==> config.mk <==
export PLATFORM = sky130hd
export DESIGN_NAME = operands_reader_flat
export DESIGN_NICKNAME = d
export VERILOG_FILES = /design/src/rtl/operands_pkg.sv /design/src/rtl/operands_reader_if.sv /design/src/rtl/operands_row_unpacker.sv /design/src/rtl/operands_reader.sv /design/src/flat_wrapper.sv
export SDC_FILE = /design/constraint.sdc
export NUM_CORES = 1
export LEC_CHECK = 0
export CORE_MARGIN = 2
export CORE_UTILIZATION = 30
export DETAILED_ROUTE_END_ITERATION = 12
export PLACE_DENSITY = 0.67
export SLEW_MARGIN = 40
export SYNTH_ARGS = -nofsm -noshare
export SYNTH_HDL_FRONTEND = slang
export SYNTH_SLANG_ARGS = --single-unit
==> constraint.sdc <==
create_clock -name clk_i -period 1.96 [get_ports clk_i]
set_input_delay 0.588 -clock clk_i [delete_from_list [all_inputs] [get_ports clk_i]]
set_output_delay 0.588 -clock clk_i [all_outputs]
set_load 0.02 [all_outputs]
==> src/rtl/operands_pkg.sv <==
// Shared definitions for the matrix operand register file and its read-side sequencer.
// Widths are derived from the element and row widths so every user agrees on counter sizes.
package operands_pkg;

  localparam int DEFAULT_DATA_WIDTH = 16;
  localparam int DEFAULT_BUS_WIDTH  = 64;

  function automatic int max_dim(input int bus_w, input int data_w);
    return bus_w / data_w;
  endfunction

  function automatic int cnt_width(input int bus_w, input int data_w);
    int dim;
    dim = bus_w / data_w;
    return (dim > 1) ? $clog2(dim) : 1;
  endfunction

  localparam int DEFAULT_MAX_DIM = max_dim(DEFAULT_BUS_WIDTH, DEFAULT_DATA_WIDTH);
  localparam int DEFAULT_CNT_W   = cnt_width(DEFAULT_BUS_WIDTH, DEFAULT_DATA_WIDTH);

  typedef enum logic [1:0] {
    IDLE   = 2'd0,
    FETCH  = 2'd1,
    STREAM = 2'd2,
    DONE   = 2'd3
  } state_e;

endpackage

==> src/rtl/operands_reader_if.sv <==
// Element-pair stream from the operand reader to the multiply/accumulate datapath.
interface operands_reader_if
  import operands_pkg::*;
#(
  parameter int  DATA_WIDTH = DEFAULT_DATA_WIDTH,
  parameter int  BUS_WIDTH  = DEFAULT_BUS_WIDTH,
  localparam int CNT_W      = cnt_width(BUS_WIDTH, DATA_WIDTH)
);

  logic [DATA_WIDTH-1:0] a_elem;
  logic [DATA_WIDTH-1:0] b_elem;
  logic [CNT_W-1:0]      row;
  logic [CNT_W-1:0]      col;
  logic                  valid;
  logic                  ready;
  logic                  last;

  modport master (
    output a_elem, b_elem, row, col, valid, last,
    input  ready
  );

  modport slave (
    input  a_elem, b_elem, row, col, valid, last,
    output ready
  );

endinterface

==> src/rtl/operands_row_unpacker.sv <==
// Holds one captured operand row and selects a single element of it by column index.
module operands_row_unpacker
  import operands_pkg::*;
#(
  parameter int  DATA_WIDTH = DEFAULT_DATA_WIDTH,
  parameter int  BUS_WIDTH  = DEFAULT_BUS_WIDTH,
  localparam int MAX_DIM    = max_dim(BUS_WIDTH, DATA_WIDTH),
  localparam int CNT_W      = cnt_width(BUS_WIDTH, DATA_WIDTH)
) (
  input  logic                  clk_i,
  input  logic                  rst_ni,
  input  logic                  capture_i,
  input  logic [BUS_WIDTH-1:0]  row_i,
  input  logic [CNT_W-1:0]      sel_i,
  output logic [DATA_WIDTH-1:0] elem_o
);

  logic [BUS_WIDTH-1:0]  row_reg;
  logic [DATA_WIDTH-1:0] elems [MAX_DIM];

  always_ff @(posedge clk_i or negedge rst_ni) begin
    if (!rst_ni) begin
      row_reg <= '0;
    end else if (capture_i) begin
      row_reg <= row_i;
    end
  end

  for (genvar gi = 0; gi < MAX_DIM; gi++) begin : g_slice
    assign elems[gi] = row_reg[gi*DATA_WIDTH +: DATA_WIDTH];
  end

  // Compare-based mux so a select beyond MAX_DIM-1 yields zero instead of an out-of-range read.
  always_comb begin
    elem_o = '0;
    for (int i = 0; i < MAX_DIM; i++) begin
      if (sel_i == CNT_W'(i)) begin
        elem_o = elems[i];
      end
    end
  end

endmodule

==> src/rtl/operands_reader.sv <==
// Read-side sequencer: fetches A/B operand rows and streams them as element pairs,
// holding in FETCH while the register file is being written.
module operands_reader
  import operands_pkg::*;
#(
  parameter int  DATA_WIDTH = DEFAULT_DATA_WIDTH,
  parameter int  BUS_WIDTH  = DEFAULT_BUS_WIDTH,
  localparam int MAX_DIM    = max_dim(BUS_WIDTH, DATA_WIDTH),
  localparam int CNT_W      = cnt_width(BUS_WIDTH, DATA_WIDTH)
) (
  input  logic                 clk_i,
  input  logic                 rst_ni,
  input  logic                 start_i,
  input  logic [CNT_W-1:0]     rows_i,
  input  logic [CNT_W-1:0]     cols_i,
  input  logic                 wr_busy_i,
  output logic [CNT_W-1:0]     address_o,
  output logic [CNT_W-1:0]     address_op_o,
  input  logic [BUS_WIDTH-1:0] data_i,
  input  logic [BUS_WIDTH-1:0] data_op_i,
  output logic                 busy_o,
  output logic                 done_o,
  operands_reader_if.master    stream_if
);

  state_e           state_reg, state_next;
  logic [CNT_W-1:0] rows_reg, rows_next;
  logic [CNT_W-1:0] cols_reg, cols_next;
  logic [CNT_W-1:0] row_cnt_reg, row_cnt_next;
  logic [CNT_W-1:0] col_cnt_reg, col_cnt_next;
  logic             capture;
  logic             row_last;
  logic             col_last;

  function automatic logic [CNT_W-1:0] clamp_dim(input logic [CNT_W-1:0] v);
    if (int'(v) > MAX_DIM - 1) begin
      return CNT_W'(MAX_DIM - 1);
    end
    return v;
  endfunction

  assign row_last = (row_cnt_reg == rows_reg);
  assign col_last = (col_cnt_reg == cols_reg);

  always_ff @(posedge clk_i or negedge rst_ni) begin
    if (!rst_ni) begin
      state_reg   <= IDLE;
      rows_reg    <= '0;
      cols_reg    <= '0;
      row_cnt_reg <= '0;
      col_cnt_reg <= '0;
    end else begin
      state_reg   <= state_next;
      rows_reg    <= rows_next;
      cols_reg    <= cols_next;
      row_cnt_reg <= row_cnt_next;
      col_cnt_reg <= col_cnt_next;
    end
  end

  always_comb begin
    state_next   = state_reg;
    rows_next    = rows_reg;
    cols_next    = cols_reg;
    row_cnt_next = row_cnt_reg;
    col_cnt_next = col_cnt_reg;
    capture      = 1'b0;

    unique case (state_reg)
      IDLE: begin
        if (start_i) begin
          rows_next    = clamp_dim(rows_i);
          cols_next    = clamp_dim(cols_i);
          row_cnt_next = '0;
          state_next   = FETCH;
        end
      end
      FETCH: begin
        // Read data is meaningless while the write port owns the file.
        if (!wr_busy_i) begin
          capture      = 1'b1;
          col_cnt_next = '0;
          state_next   = STREAM;
        end
      end
      STREAM: begin
        if (stream_if.ready) begin
          if (!col_last) begin
            col_cnt_next = col_cnt_reg + CNT_W'(1);
          end else if (!row_last) begin
            row_cnt_next = row_cnt_reg + CNT_W'(1);
            state_next   = FETCH;
          end else begin
            state_next   = DONE;
          end
        end
      end
      DONE: begin
        state_next = IDLE;
      end
      default: begin
        state_next = IDLE;
      end
    endcase
  end

  operands_row_unpacker #(
    .DATA_WIDTH (DATA_WIDTH),
    .BUS_WIDTH  (BUS_WIDTH)
  ) u_unpack_a (
    .clk_i     (clk_i),
    .rst_ni    (rst_ni),
    .capture_i (capture),
    .row_i     (data_i),
    .sel_i     (col_cnt_reg),
    .elem_o    (stream_if.a_elem)
  );

  operands_row_unpacker #(
    .DATA_WIDTH (DATA_WIDTH),
    .BUS_WIDTH  (BUS_WIDTH)
  ) u_unpack_b (
    .clk_i     (clk_i),
    .rst_ni    (rst_ni),
    .capture_i (capture),
    .row_i     (data_op_i),
    .sel_i     (col_cnt_reg),
    .elem_o    (stream_if.b_elem)
  );

  assign address_o        = row_cnt_reg;
  assign address_op_o     = row_cnt_reg;
  assign stream_if.row    = row_cnt_reg;
  assign stream_if.col    = col_cnt_reg;
  assign stream_if.valid  = (state_reg == STREAM);
  assign stream_if.last   = (state_reg == STREAM) && row_last && col_last;
  assign busy_o           = (state_reg != IDLE);
  assign done_o           = (state_reg == DONE);

endmodule

==> src/flat_wrapper.sv <==
// flat-port wrapper written by rule: the top's interface ports become plain ports
module operands_reader_flat import operands_pkg::*;
#(
  parameter int  DATA_WIDTH = DEFAULT_DATA_WIDTH,
  parameter int  BUS_WIDTH  = DEFAULT_BUS_WIDTH,
  localparam int MAX_DIM    = max_dim(BUS_WIDTH, DATA_WIDTH),
  localparam int CNT_W      = cnt_width(BUS_WIDTH, DATA_WIDTH)
)
  (clk_i, rst_ni, start_i, rows_i, cols_i, wr_busy_i, address_o, address_op_o, data_i, data_op_i, busy_o, done_o, stream_if_a_elem, stream_if_b_elem, stream_if_row, stream_if_col, stream_if_valid, stream_if_last, stream_if_ready);
  operands_reader_if #(.DATA_WIDTH(DATA_WIDTH), .BUS_WIDTH(BUS_WIDTH)) stream_if_i ();
  input  logic clk_i;
  input  logic rst_ni;
  input  logic start_i;
  input  logic [CNT_W-1:0] rows_i;
  input  logic [CNT_W-1:0] cols_i;
  input  logic wr_busy_i;
  output logic [CNT_W-1:0] address_o;
  output logic [CNT_W-1:0] address_op_o;
  input  logic [BUS_WIDTH-1:0] data_i;
  input  logic [BUS_WIDTH-1:0] data_op_i;
  output logic busy_o;
  output logic done_o;
  output wire logic [$bits(stream_if_i.a_elem)-1:0] stream_if_a_elem;
  output wire logic [$bits(stream_if_i.b_elem)-1:0] stream_if_b_elem;
  output wire logic [$bits(stream_if_i.row)-1:0] stream_if_row;
  output wire logic [$bits(stream_if_i.col)-1:0] stream_if_col;
  output wire logic [$bits(stream_if_i.valid)-1:0] stream_if_valid;
  output wire logic [$bits(stream_if_i.last)-1:0] stream_if_last;
  input wire logic [$bits(stream_if_i.ready)-1:0] stream_if_ready;
  assign stream_if_a_elem = stream_if_i.a_elem;
  assign stream_if_b_elem = stream_if_i.b_elem;
  assign stream_if_row = stream_if_i.row;
  assign stream_if_col = stream_if_i.col;
  assign stream_if_valid = stream_if_i.valid;
  assign stream_if_last = stream_if_i.last;
  assign stream_if_i.ready = stream_if_ready;
  operands_reader #(.DATA_WIDTH(DATA_WIDTH), .BUS_WIDTH(BUS_WIDTH)) u_core (.clk_i(clk_i), .rst_ni(rst_ni), .start_i(start_i), .rows_i(rows_i), .cols_i(cols_i), .wr_busy_i(wr_busy_i), .address_o(address_o), .address_op_o(address_op_o), .data_i(data_i), .data_op_i(data_op_i), .busy_o(busy_o), .done_o(done_o), .stream_if(stream_if_i));
endmodule
=== Word level (Yosys, flattened, before mapping) ===
Cells that the tools add are included.

* Output and inout port bits: 44
* Word-level logic and storage cells: 59
* Input port bits: 137
* Bits in registers: 138

* Reduce and logical (&&, ||, !) cells: 11
* Eq/ne operators: 14
* Add/sub/neg operators: 2
* Muxes and demuxes: 25

{| class="wikitable"
|+ Operator list
! cell !! number
|-
| 16-bit two-way mux || 8
|-
| 2-bit two-way mux || 12
|-
| 2-bit equality test (second input constant) || 4
|-
| 2-bit inequality test (second input constant) || 4
|-
| 2-bit one-hot mux with 2 select lines || 2
|-
| 2-bit one-hot mux with 4 select lines || 1
|-
| 4-bit AND reduction || 2
|-
| 2-bit nonzero test || 3
|-
| 5-bit AND reduction || 1
|-
| 2-bit by 1-bit adder with 2-bit output (second input constant) || 2
|-
| 2-bit by 1-bit equality test with 1-bit output (second input constant) || 2
|-
| 2-bit equality test || 2
|-
| 2-bit logical NOT || 2
|-
| 2-bit by 1-bit inequality test with 1-bit output (second input constant) || 2
|-
| 1-bit logical AND || 2
|-
| 1-bit two-way mux || 2
|-
| 2-bit AND reduction || 1
|}

=== Logic depth before layout (Yosys ltp) ===
Gate-level depths: netlist (run 1).

* Depth after elaboration: 5
* Mapped depth: 7

=== By module ===
A second synthesis (run 1) with hierarchy kept.

* Cells, all modules: 364
* Area total of the unflattened synthesis: 6,159.7 um^2

{| class="wikitable"
|+ By module, submodules not included
! module !! cells each !! instances !! area an instance (um^2) !! seq. area each (um^2)
|-
| operands_row_unpacker || 155 || 2 || 2,781.4 || 1,601.5
|-
| operands_reader || 54 || 1 || 596.8 || 250.2
|}

=== Worst setup path before layout (run 1) ===
Ideal clock, no wire load.

* Path kind: register to output
* From: reg u_core.col_cnt_reg[1] (netlist: u_core.stream_if.col[1])
* To: out stream_if_a_elem[0]
* Arrival time: 1,972 ps
* Slack: -600 ps
* Cell stages (with the launch flop): 8
* Path through: dfrtp_1 inv_1 ha_1 clkbuf_1 nor2b_1 buf_2 a221oi_1 o31ai_1

* Cells in the longest elaborated chain, start to end: 5
* Elaborated cells on any way between the ends: 8
* Those cells by class: eq/ne: 3; mux: 4; reduce/logical: 1

{| class="wikitable"
|+ Ends and longest elaborated chain
! element !! RTL line !! text
|-
| start, declared || operands_reader.sv:30 || <nowiki>logic [CNT_W-1:0] col_cnt_reg, col_cnt_next;</nowiki>
|-
| start signal, assigned || operands_reader.sv:57 || <nowiki>col_cnt_reg <= col_cnt_next;</nowiki>
|-
| 2-bit logical NOT || operands_row_unpacker.sv:37 || <nowiki>if (sel_i == CNT_W'(i)) begin</nowiki>
|-
| 16-bit two-way mux (3 in a row) || operands_row_unpacker.sv:37 ||
|-
| 16-bit two-way mux * || operands_row_unpacker.sv:37 ||
|-
| end, declared || flat_wrapper.sv:23 || <nowiki>output wire logic [$bits(stream_if_i.a_elem)-1:0] stream_if_a_elem;</nowiki>
|}

Mark *: on every way between the ends. The rest lies on a longest branch, timed or not.

=== Worst setup path in the final report (run 1) ===
* From: reg u_core.col_cnt_reg[1] (netlist: u_core.stream_if.col[1])
* To: out stream_if_a_elem[3]

The elaborated chain is that of the path after synthesis.

==> flow_metrics.py, run 1 <==
metrics = {
    "status": {
        "status": "finished with violations",
        "failed_checks": "setup timing",
    },
    "synthesis": {
        "yosysTopAreaCell": "dfrtp_1",
        "synthArstFlopShare_pct": 100,
        "ys.flop_type": "dfrtp_1",
        "netlist_instances": 483,
        "synth.yosys.seq_area_share_pct": 54.6,
        "syn_area_per_cell_um2": 13.1,
        "ys_ff_latch": 138,
        "yosysTopAreaCellShare_pct": 54.6,
        "yosys-top-cells-area": "dfrtp_1 (55%), mux2_2 (24%), a221oi_1 (4.4%)",
        "synth_commonest_cells": "dfrtp_1 (138), mux2_2 (133), nand2_1 (39)",
        "synth_warnings": 0,
        "syn_nets": 624,
        "synth_enable_flop_cells": 0,
        "synth_most_common_cell": "dfrtp_1",
        "mappedNetlistArea_mm2": 0.00632,
        "synth.distinct_cells": 33,
    },
    "setup_path": {
        "crit_family": "buffers and inverters",
        "r2r_slack_ns": 0.07,
        "worstPathArrival_ns": 2.08,
        "critPathLaunchType": "flip-flop",
        "cp_max_fo": 15,
        "max_stage_delay_ns": 0.41,
        "reg2regPathDepth": 9,
        "reg2reg_to": "u_core.stream_if.col[1]",
        "crit_required_ns": 1.37,
        "crit_type": "reg2out",
        "end_kind": "primary output",
        "path_buf_inv": 4,
        "cp_slowest_cell": "dfrtp_2",
        "cp_cell_sequence": "inv_2, ha_2, nor2b_4, buf_12, a221oi_1, buf_4, o31ai_4, buf_6",
        "r2r-start": "u_core.stream_if.col[0]",
    },
    "sta": {
        "fin_ws_ns": -0.704,
        "worst_slew_pin_slew_ns": 0.503,
        "timing.fmax_mhz": 375,
        "fin_crit_ns": 2.66,
        "finalCritPeriodShare_pct": 136,
        "slew-limit-headroom_pct": 66.4,
        "final.setup.tns_ns": -20.78,
        "hold_viol": 0,
        "rsz0062_at_grt": "true",
        "drv_slew": 0,
        "finClkSkew_ns": 0.00880,
        "finalSetupViolCount": 33,
    },
    "grt": {
        "grt_start_max_net_pins": 50,
        "antenna_found_initial": 0,
        "track_usage_pct": 16.8,
        "grt_pass1_vias": 5496,
        "grt_first_pass_wirelength_um": 28700,
        "gr-total-overflow": 0,
    },
    "floorplan": {
        "dieArea_mm2": 0.0222,
        "die-width_um": 149,
        "initial_core_util_pct": 30.4,
        "ioPinCount": 181,
        "core_mm2": 0.0208,
        "placementRows": 53,
        "dieHeight_um": 149,
    },
    "placed_design": {
        "placed_cell_area_mm2": 0.00944,
        "place_worst_setup_slack_ns": -0.731,
        "gp_congestion": 0.782,
        "post-place-cells": 972,
        "io_buffers": 180,
        "hpwl_um": 12800,
    },
    "run": {
        "drv_cap": 0,
    },
    "clock_network": {
        "path_clk_slew_ns": 0.06,
        "worstSkewPairLatency_ns": 0.41,
        "cts_made_buffers": 17,
        "cts_sinks": 138,
        "htree_levels": 4,
        "cts.path.max_buffers": 2,
        "postCtsHoldBufs": 0,
        "cts_tree": "built",
        "root_buffer": "clkbuf_16",
    },
    "hold_path": {
        "hp-class": "in2async",
    },
    "cells_and_area": {
        "antenna_cells": 0,
        "fin_area_mm2": 0.0105,
        "num-nets-final": 876,
        "layout.cells.non_filler": 1023,
        "seq_area_mm2": 0.00346,
        "fill_cells": 1771,
        "multi_input_area_mm2": 0.00335,
        "drive_gt1_share_pct": 49.6,
        "syn_to_final_growth_pct": 66.0,
        "post-route-util_pct": 50.4,
    },
    "route": {
        "vias_per_cell": 4.79,
        "vias": 4903,
        "drc_errors": 0,
        "wl_per_cell_um": 18.1,
        "wl_um": 18500,
        "drt-pass1-iter-count": 4,
        "ant_nets": 0,
        "drt_iter0_markers": 129,
    },
    "pwr": {
        "p_per_area_mw_per_mm2": 1860,
        "leakagePower_nw": 4.29,
        "peakVddDrop_uv": 1220,
    },
}
==> what timing repair did <==
item / CTS / global route
setup endpoints to repair: 44 / 36
hold endpoints to repair: 0 / 0
pin swaps: 2 / 2
resized for setup: 246 / 25
setup buffers: 6 / 10
gates cloned: 1 / 2
==> worst register-to-register path: stages, from the launching register on <==
cell and delay [ns]:
dfrtp_2 0.42, buf_4 0.14, buf_6 0.13, xor2_2 0.16, nor2_2 0.06, buf_4 0.13, buf_4 0.12, buf_4 0.13
nor2_2 0.14, mux2_2 0.34
==> where the power goes <==
part / internal (mW) / switching, mW
combinational: 6.36 / 4.76
clock: 1.88 / 1.24
sequential: 4.31 / 0.957
==> final cells by class <==
| type | instances | area share, % |
|---|---|---|
| sequential | 138 | 32.9 |
| multi-input combinational | 302 | 31.9 |
| timing repair buffer | 273 | 26.3 |
| clock buffer | 22 | 4.61 |
| tap | 275 | 3.28 |
| clock inverter | 10 | 0.870 |
| inverter | 3 | 0.107 |
==> metal layers <==
layer  GRT usage [%]  up-vias  share of wire, %
li1                -     2268                 -
met1            20.4     2480                42
met2            28.5      138                51
met3            5.35       17               5.8
met4            5.24        0              0.99
met5               0        -                 0
==> cell families after synthesis <==
| family | count (synthesis) | share of synthesized area (%) |
|---|---|---|
| AO/OA/AOI/OAI | 76 | 9.74 |
| XOR/XNOR | 4 | 0.554 |
| adder cells (fa/ha/maj) | 4 | 0.792 |
| buffers and inverters | 43 | 3.58 |
| flip-flops | 138 | 54.6 |
| multiplexers | 133 | 23.7 |
| AND/OR/NAND/NOR | 85 | 6.99 |
==> cell usage in the layout (no fill, tap or decap), types with 2 or more instances in the layout <==
cell               n
clkinv_4           2
a221oi_4           8
inv_2              2
clkbuf_8           4
buf_4             76
buf_6             37
o21ai_0            2
clkdlybuf4s50_1  135
clkbuf_16         19
dlygate4sd2_1      7
a221oi_1          16
nor2b_4            2
nand2_1           37
dfrtp_2            2
o31ai_4           30
nor2_2             2
a221oi_2           8
buf_12            13
xnor2_1            2
dfrtp_1          136
clkinvlp_4         2
nor2_1             2
nand3b_1           2
a21oi_1            2
nor2b_2            7
clkinv_2           4
mux2_2           133
ha_4               2
ha_2               2
nor2b_1           24
a21o_1             2
==> worst max-delay path by stage <==
stage                                  startpoint             endpoint  slack [ns]  depth (start not counted)
after floorplan           u_core.stream_if.col[1]  stream_if_b_elem[2]       -0.17                          6
after global placement    u_core.stream_if.col[0]  stream_if_b_elem[2]       -0.69                          8
after detailed placement  u_core.stream_if.col[0]  stream_if_a_elem[3]       -0.73                          8
after CTS                 u_core.stream_if.col[0]  stream_if_b_elem[8]       -0.72                          8
after global routing      u_core.stream_if.col[0]  stream_if_b_elem[2]       -0.79                          8
final                     u_core.stream_if.col[1]  stream_if_a_elem[3]       -0.70                          8
==> through the flow <==
| stage | hold slack, ns | power, mW |
|---|---|---|
| 6_report | 0.110 | 19.5 |
| 5_1_grt | 0.133 | 20.6 |
| 4_1_cts | 0.118 | 19.1 |
| 3_5_place_dp | 0.496 | 15.2 |
| 3_3_place_gp | 0.491 | 14.9 |
| 2_1_floorplan | 0.292 | 11.0 |
Power figures use the tool's default switching activity.
==> run 2: changes to the inputs <==
HOLD_SLACK_MARGIN = 0.08   (was default)
==> results of run 2 <==
Final layout, timing and power as in run 1 (identical DEF).
==> run 3: changes to the inputs <==
SLEW_MARGIN = 30   (was 40)
==> results of run 3 <==
Final layout, timing and power as in run 1 (identical DEF).
